<file path="src/rtl/conv_pkg.sv">
// conv_pkg: shared width derivation and saturation bounds for the conv output stage
package conv_pkg;
    function automatic int acc_bw(input int data_bw);
        return 2 * data_bw + 2;
    endfunction
    function automatic int sat_max(input int data_bw);
        return (1 << (data_bw - 1)) - 1;
    endfunction
    function automatic int sat_min(input int data_bw);
        return -(1 << (data_bw - 1));
    endfunction
    localparam int DEF_DATA_BW = 8;
    localparam int SAT_MAX = sat_max(DEF_DATA_BW);
    localparam int SAT_MIN = sat_min(DEF_DATA_BW);
endpackage

</file>
<file path="src/rtl/conv_round_sat.sv">
// conv_round_sat: round-half-up arithmetic shift, optional ReLU (CONV_OUT_RELU_EN), signed saturation
module conv_round_sat import conv_pkg::*; #(
    parameter int DATA_BW  = 8,
    parameter int SHIFT_BW = 5
) (
    input  logic signed [acc_bw(DATA_BW)-1:0] acc,
    input  logic        [SHIFT_BW-1:0]        shift,
    output logic        [DATA_BW-1:0]         pix
);
    localparam int ACC_BW = acc_bw(DATA_BW);
    localparam logic signed [ACC_BW-1:0] HI = ACC_BW'(sat_max(DATA_BW));
    localparam logic signed [ACC_BW-1:0] LO = ACC_BW'(sat_min(DATA_BW));
    logic signed [ACC_BW-1:0] rnd, shifted, clipped;
    always_comb begin
        rnd = (shift == '0) ? '0 : ACC_BW'(1) << (shift - SHIFT_BW'(1));
        shifted = (acc + rnd) >>> shift;
`ifdef CONV_OUT_RELU_EN
        clipped = shifted[ACC_BW-1] ? '0 : shifted;
`else
        clipped = shifted;
`endif
        pix = (clipped > HI) ? DATA_BW'(HI) : (clipped < LO) ? DATA_BW'(LO) : clipped[DATA_BW-1:0];
    end
endmodule

</file>
<file path="src/rtl/conv_out_requant.sv">
// conv_out_requant: 3-stage stallable bias/round/saturate output pipeline with tile counter; ReLU via CONV_OUT_RELU_EN
module conv_out_requant import conv_pkg::*; #(
    parameter int DATA_BW  = 8,
    parameter int NUM_OUT  = 64,
    parameter int SHIFT_BW = 5
) (
    input  logic                   CLK,
    input  logic                   RSTN,
    input  logic                   PSUM_VALID,
    output logic                   PSUM_READY,
    input  logic [2*DATA_BW-1:0]   PSUM_IN,
    input  logic [2*DATA_BW-1:0]   BIAS_IN,
    input  logic [SHIFT_BW-1:0]    SHIFT_IN,
    output logic                   OUT_VALID,
    input  logic                   OUT_READY,
    output logic [DATA_BW-1:0]     OUT_DATA,
    output logic                   OUT_LAST,
    output logic                   DONE
);
    localparam int ACC_BW = acc_bw(DATA_BW);
    localparam int PS_BW  = 2 * DATA_BW;
    localparam int CNT_BW = NUM_OUT > 1 ? $clog2(NUM_OUT) : 1;
    logic                     v1_q, v1_d, v2_q, v2_d, v3_q, v3_d, done_q, done_d;
    logic [PS_BW-1:0]         psum1_q, psum1_d, bias1_q, bias1_d;
    logic [SHIFT_BW-1:0]      sh1_q, sh1_d, sh2_q, sh2_d;
    logic signed [ACC_BW-1:0] acc2_q, acc2_d;
    logic [DATA_BW-1:0]       pix3_q, pix3_d, pix_rs;
    logic [CNT_BW-1:0]        cnt_q, cnt_d;
    logic                     rdy1, rdy2, rdy3, out_acc, last;
    conv_round_sat #(.DATA_BW(DATA_BW), .SHIFT_BW(SHIFT_BW)) u_round_sat (
        .acc   (acc2_q),
        .shift (sh2_q),
        .pix   (pix_rs)
    );
    always_comb begin
        rdy3 = !v3_q || OUT_READY;
        rdy2 = !v2_q || rdy3;
        rdy1 = !v1_q || rdy2;
        v1_d = rdy1 ? PSUM_VALID : v1_q;
        psum1_d = (rdy1 && PSUM_VALID) ? PSUM_IN : psum1_q;
        bias1_d = (rdy1 && PSUM_VALID) ? BIAS_IN : bias1_q;
        sh1_d = (rdy1 && PSUM_VALID) ? SHIFT_IN : sh1_q;
        v2_d = rdy2 ? v1_q : v2_q;
        acc2_d = (rdy2 && v1_q) ? ACC_BW'($signed(psum1_q)) + ACC_BW'($signed(bias1_q)) : acc2_q;
        sh2_d = (rdy2 && v1_q) ? sh1_q : sh2_q;
        v3_d = rdy3 ? v2_q : v3_q;
        pix3_d = (rdy3 && v2_q) ? pix_rs : pix3_q;
        out_acc = v3_q && OUT_READY;
        last = cnt_q == CNT_BW'(NUM_OUT - 1);
        cnt_d = out_acc ? (last ? '0 : cnt_q + CNT_BW'(1)) : cnt_q;
        done_d = out_acc && last;
    end
    always_ff @(posedge CLK) begin
        if (!RSTN) begin
            v1_q <= 1'b0;
            v2_q <= 1'b0;
            v3_q <= 1'b0;
            psum1_q <= '0;
            bias1_q <= '0;
            sh1_q <= '0;
            acc2_q <= '0;
            sh2_q <= '0;
            pix3_q <= '0;
            cnt_q <= '0;
            done_q <= 1'b0;
        end else begin
            v1_q <= v1_d;
            v2_q <= v2_d;
            v3_q <= v3_d;
            psum1_q <= psum1_d;
            bias1_q <= bias1_d;
            sh1_q <= sh1_d;
            acc2_q <= acc2_d;
            sh2_q <= sh2_d;
            pix3_q <= pix3_d;
            cnt_q <= cnt_d;
            done_q <= done_d;
        end
    end
    assign PSUM_READY = rdy1;
    assign OUT_VALID  = v3_q;
    assign OUT_DATA   = pix3_q;
    assign OUT_LAST   = v3_q && last;
    assign DONE       = done_q;
endmodule

</file>
<file path="config.mk">
export PLATFORM = sky130hd
export DESIGN_NAME = conv_out_requant
export DESIGN_NICKNAME = d
export VERILOG_FILES = /design/src/rtl/conv_pkg.sv /design/src/rtl/conv_round_sat.sv /design/src/rtl/conv_out_requant.sv
export SDC_FILE = /design/constraint.sdc
export NUM_CORES = 1
export LEC_CHECK = 0
export BUFFER_PORTS_ARGS = -buffer_cell sky130_fd_sc_hd__buf_4
export CORE_MARGIN = 2
export CORE_UTILIZATION = 62
export CTS_CLUSTER_SIZE = 24
export DETAILED_ROUTE_END_ITERATION = 10
export PLACE_DENSITY = 0.83
export SETUP_SLACK_MARGIN = 0.1
export SLEW_MARGIN = 30
export SYNTH_ARGS = -nofsm -noshare
export SYNTH_HDL_FRONTEND = slang
export SYNTH_SLANG_ARGS = --single-unit
</file>
<file path="constraint.sdc">
create_clock -name CLK -period 11.36 [get_ports CLK]
set_clock_uncertainty 0.05 [all_clocks]
set_input_delay 1.704 -clock CLK [delete_from_list [all_inputs] [get_ports CLK]]
set_output_delay 1.704 -clock CLK [all_outputs]
set_load 0.05 [all_outputs]
</file>
# After elaboration in Yosys (flattened, before gate mapping)
# Cells that the tools add are included.
dict set report classes {
  n_addsub 4
  order_cmp 2
  eq_ne 1
  shifts 2
  n_mux 4
  n_reduce_logical 13
}
# op n
set op_table {}
lappend op_table {{18-bit adder} 1}
lappend op_table {{18-bit by 8-bit > comparator with 1-bit output (second input constant)} 1}
lappend op_table {{18-bit by 8-bit < comparator with 1-bit output (second input constant)} 1}
lappend op_table {{18-bit 2-to-1 mux} 1}
lappend op_table {{1-bit by 5-bit left shift with 18-bit output (first input constant)} 1}
lappend op_table {{18-bit by 5-bit >>> shifter with 18-bit output} 1}
lappend op_table {{16-bit by 16-bit adder with 17-bit output} 1}
lappend op_table {{8-bit 2-to-1 mux} 2}
lappend op_table {{6-bit by 1-bit adder with 6-bit output (second input constant)} 1}
lappend op_table {{6-bit == test (second input constant)} 1}
lappend op_table {{1-bit logical AND} 6}
lappend op_table {{6-bit 2-to-1 mux} 1}
lappend op_table {{5-bit zero test} 1}
lappend op_table {{5-bit by 1-bit subtractor with 5-bit output (second input constant)} 1}
lappend op_table {{1-bit zero test} 3}
lappend op_table {{1-bit logical OR} 3}
dict set report word_totals {
  reg_bits 78
}

# Longest topological paths before layout
dict set report depth {
  word_depth 8
  depth_mapped 19
  depth_no_buf 17
}

# Modules after synthesis
# From an unflattened synthesis, not the netlist that was laid out.
dict set report hier_totals {
  cells_unflattened 827
  hier_area_um2 6309.8
}
# mod n_inst cells_each area_each_um2
set modules_own_cells {}
lappend modules_own_cells {conv_out_requant 1 439 3577.2}
lappend modules_own_cells {conv_round_sat 1 388 2732.6}

# Worst setup path after synthesis
# Ideal clock, no wire load.
dict set report synth_path {
  kind {reg2reg}
  start {register sh2_q[2]}
  end {register pix3_q[4], in the netlist OUT_DATA[4]}
  t_arrival_ps 4288
  required_ps 11218
  slack_ps 6930
  stages_incl_launch_ff 20
  n_path_buf 6
  path_cell_list {dfxtp_1 clkbuf_1 clkbuf_1 buf_1 nand2_1 nor2_1 ha_1 clkbuf_1 and4_1 buf_2 o31ai_1 o31ai_2 or3_1 buf_6 and2_4 o21ai_2 a2bb2oi_2 a41oi_1 a21o_1 o32ai_1}
}
dict set report synth_between {
  elab_chain_cells 8
}
# item line
set synth_rtl {}
lappend synth_rtl {{from (decl)} conv_out_requant.sv:25} ;# logic [SHIFT_BW-1:0] sh1_q, sh1_d, sh2_q, sh2_d;
lappend synth_rtl {{from (signal assigned)} conv_out_requant.sv:62} ;# sh2_q <= '0;
lappend synth_rtl {{from (signal assigned)} conv_out_requant.sv:74} ;# sh2_q <= sh2_d;
lappend synth_rtl {{5-bit by 1-bit subtractor with 5-bit output} conv_round_sat.sv:15} ;# rnd = (shift == '0) ? '0 : ACC_BW'(1) << (shift - SHIFT_BW'(1));
lappend synth_rtl {{1-bit by 5-bit left shift with 18-bit output} conv_round_sat.sv:15}
lappend synth_rtl {{18-bit 2-to-1 mux} conv_round_sat.sv:15}
lappend synth_rtl {{18-bit adder} conv_round_sat.sv:16} ;# shifted = (acc + rnd) >>> shift;
lappend synth_rtl {{18-bit by 5-bit >>> shifter with 18-bit output *} conv_round_sat.sv:16}
lappend synth_rtl {{18-bit by 8-bit < comparator with 1-bit output} conv_round_sat.sv:22} ;# pix = (clipped > HI) ? DATA_BW'(HI) : (clipped < LO) ? DATA_BW'(LO) : clipped[DATA_BW-1:0];
lappend synth_rtl {{8-bit 2-to-1 mux} conv_round_sat.sv:22}
lappend synth_rtl {{8-bit 2-to-1 mux *} conv_round_sat.sv:22}
lappend synth_rtl {{to (signal assigned)} conv_out_requant.sv:75} ;# pix3_q <= pix3_d;
lappend synth_rtl {{to (decl)} conv_out_requant.sv:27} ;# logic [DATA_BW-1:0] pix3_q, pix3_d, pix_rs;
# Mark *: on every way between the ends. The rest lies on a longest branch, timed or not.
# A chain may end at the register's enable or synchronous reset.

# Worst setup path in the final report
dict set report layout_path {
  start {register sh2_q[0]}
  end {register pix3_q[5], in the netlist OUT_DATA[5]}
}
# Same word-level chain as after synthesis.

==> results by group <==
Floorplan
  • Die width: approximately 100 um
  • Io pins: 53
  • Row cnt: 35
  • Die area: about 10000 um2
  • Die Height: roughly 100 um
  • Core area: around 9000 um2
  • Starting density of the core: 63.02%

Route
  • Routed wire per std cell: between 15 and 20 um
  • Routed vias/inst: ~6.4
  • Routed met3 length: 771 um
  • 1st-iter DRT viols: 422
  • Post-Route WL: ~15000 um
  • Met2 WL: around 7500 um
  • DR pass1 iterations: 5
  • Metal-1 WL: between 6000 and 7000 um
  • DRC viols: 0
  • DR top layer: met4
  • Via count: ~5900
  • Final ANT Viol Nets: 0

Yosys
  • Main synth FF type: dfxtp_1
  • Synthesized area: 5741 um2
  • Post-synth ARST share: 0%
  • Avg Cell Area, Syn: about 7.3 um2
  • Top-area cell type share of the netlist area: 26.85%
  • Cell variety after synth: 76
  • Mapped Nets: approximately 860
  • #FFs+latches synth: 77
  • Largest cells by area after synthesis: dfxtp_1 (27%), nand2_1 (9.6%), a21oi_1 (8.6%)
  • Number of synthesized flops with an enable pin: 0
  • Mapped Cells: 782
  • Area leader, netlist: dfxtp_1
  • Yosys Warn Count: 0
  • Seq/Total Area, Yosys: 26.85%

CTS
  • Setup Buffers After CTS: 0
  • Clock Tree Buf Depth: 2
  • Worst-Skew Late Latency: around 0.34 ns
  • Clock sink count: 77
  • Root Buffer: clkbuf_8
  • Post_cts resized: 0
  • Clock Pin Slew Worst Setup and Hold Paths: around 0.09 ns
  • CTS tree: built
  • CTS buffer count: 9
  • H-tree levels: 3
  • # hold bufs at CTS: 0

Placement
  • I/O Buffers: 52
  • Cell Area, Placed: between 6000 and 7000 um2
  • DP HPWL: between 10000 and 15000 um
  • Gpl congestion: around 0.96

Setup path
  • CP Launch Type: flop
  • CP required: between 10 and 15 ns
  • Crit end category: flop
  • CP Class: flop to flop
  • Worst path arrival time: 6.16 ns
  • Crit Path Max Fanout: 24

Finish
  • Register area: 1541 um2
  • Share of post-route cells with drive strength above 1: ~13%
  • Area of the multi-input gates: about 4000 um2
  • Fillers: between 700 and 800
  • Antenna diode count: 0
  • Layout area overhead: 9.939%
  • Final nets: between 800 and 900
  • Final Core Density: between 60% and 70%
  • Post-layout instance area: roughly 6300 um2

Pwr
  • Leak: ~2.5 nW
  • Worst vdd ir: between 0.0001 and 0.00015 V
  • PD cells: a little under 100 nW/um2

Status
  • Status: finished clean

Global route
  • Largest net degree at the start of global routing: 69
  • Global-route usage over all layers: roughly 31%
  • First-pass GRT wire length: approximately 26000 um
  • Total gr overflow: 0
  • Vias in the first global route: ~5500
  • Antenna violations before repair: 0

Timing
  • Crit share post-route: 52.74%
  • Max Freq: about 0.17 GHz
  • Final setup vio count: 0
  • Final hold vios: 0
  • Measured slew at the worst slew-check pin: about 0.83 ns
  • Post-layout min period: roughly 6 ns
  • Total negative slack: 0 ns
  • RSZ-0062 raised after global routing: false
  • Max-slew headroom: about 45%
  • Fin. max-slew vios: 0

Flow run
  • Max_cap viols: 0

Min path
  • HP Class: flop to flop
[flip-flops by register name, summed over array words and instances (netlist names)]
register / cells
DONE: 1
OUT_DATA: 8
OUT_VALID: 1
acc2_q: 17
bias1_q: 16
cnt_q: 6
psum1_q: 16
sh1_q: 5
sh2_q: 5
v1_q: 1
v2_q: 1
[Yosys cell counts (9+ instances only)]
cell type / count
nand3_1: 36
a21oi_1: 99
clkbuf_1: 34
nand2_1: 147
nor2_1: 63
a21o_1: 12
xnor2_1: 17
nor3_1: 14
o211ai_1: 9
dfxtp_1: 77
ha_1: 34
a211oi_1: 15
o21ai_0: 30
inv_1: 24
nor2b_1: 12
[cell usage in the layout (no fill, tap or decap), drive strengths merged, types with 6 or more instances in the layout]
cell,Yosys,routed
a2111oi,7,7
a211oi,17,17
a21o,12,12
a21oi,100,100
and2,9,9
buf,8,55
clkbuf,34,11
dfxtp,77,77
ha,34,34
inv,24,25
mux2i,8,8
nand2,148,148
nand2b,8,8
nand3,36,36
nor2,63,63
nor2b,12,12
nor3,14,14
o211ai,9,9
o21a,6,6
o21ai,35,35
xnor2,17,17
xor2,8,8
[power breakdown]
group          internal (W)  switching [W]
Sequential         0.000283      0.0000102
Clock             0.0000854       0.000101
Combinational     0.0000507      0.0000778
Total              0.000419       0.000189
[area by class of cell]
type | count | area share, %
repair buffers | 55 | 6.542
clock buffers | 11 | 2.240
well taps | 111 | 2.201
clock inverters | 5 | 0.5353
flip-flops and latches | 77 | 24.43
inverters | 26 | 1.586
multi-input cells | 637 | 62.47
[critical path: stages, from the launching register on]
cell       delay [ns]
dfxtp_1          0.87
clkinv_1         0.71
nand2_1          0.50
nor2_1           0.14
ha_1             0.42
o21ai_0          0.41
o21ai_1          0.26
a2111oi_4        0.47
o31ai_1          0.17
xnor2_1          0.33
a21oi_1          0.21
o21ai_0          0.20
o2bb2ai_1        0.15
o41ai_1          0.39
nor4b_4          0.45
o22ai_1          0.13
[final timing paths]
kind,from,end,slack (ns),cells past startpoint
setup reg to reg,sh2_q[0]$_SDFFE_PN0P_,OUT_DATA[5]$_SDFFE_PN0P_,5.37,15
setup / recovery,sh2_q[0]$_SDFFE_PN0P_,OUT_DATA[5]$_SDFFE_PN0P_,5.37,15
hold / removal,sh1_q[1]$_SDFFE_PN0P_,sh2_q[1]$_SDFFE_PN0P_,0.40,2
hold reg to reg,sh1_q[1]$_SDFFE_PN0P_,sh2_q[1]$_SDFFE_PN0P_,0.40,2
[metrics by stage]
step	power, W	instances	worst slack [ns]	hold slack, ns
after global placement	0.0004222	906	5.720	0.3898
final	0.0006085	922	5.369	0.4024
after detailed placement	0.0004253	906	5.591	0.3940
after CTS	0.0006079	922	5.566	0.4048
after global routing	0.0006362	922	5.030	0.4221
after floorplan	0.0003878	782	6.930	0.3821
[cell families after synthesis]
family	Yosys count	synth area share, %
DFF	77	26.85
and+or+nand+nor	321	25.92
AOI/OAI and AO/OA	241	27.72
adders and majority gates	36	8.108
xor gates and xnor gates	25	3.814
muxes	14	2.964
buffers and inverters	68	4.621
[layer usage]
metal | up-vias | global-route usage, %
met5 | - | 0
met4 | 0 | 13.91
met3 | 38 | 3.343
met2 | 188 | 52.40
met1 | 2788 | 40.33
li1 | 2873 | -
Note: power is estimated with default switching activity, not from simulation.
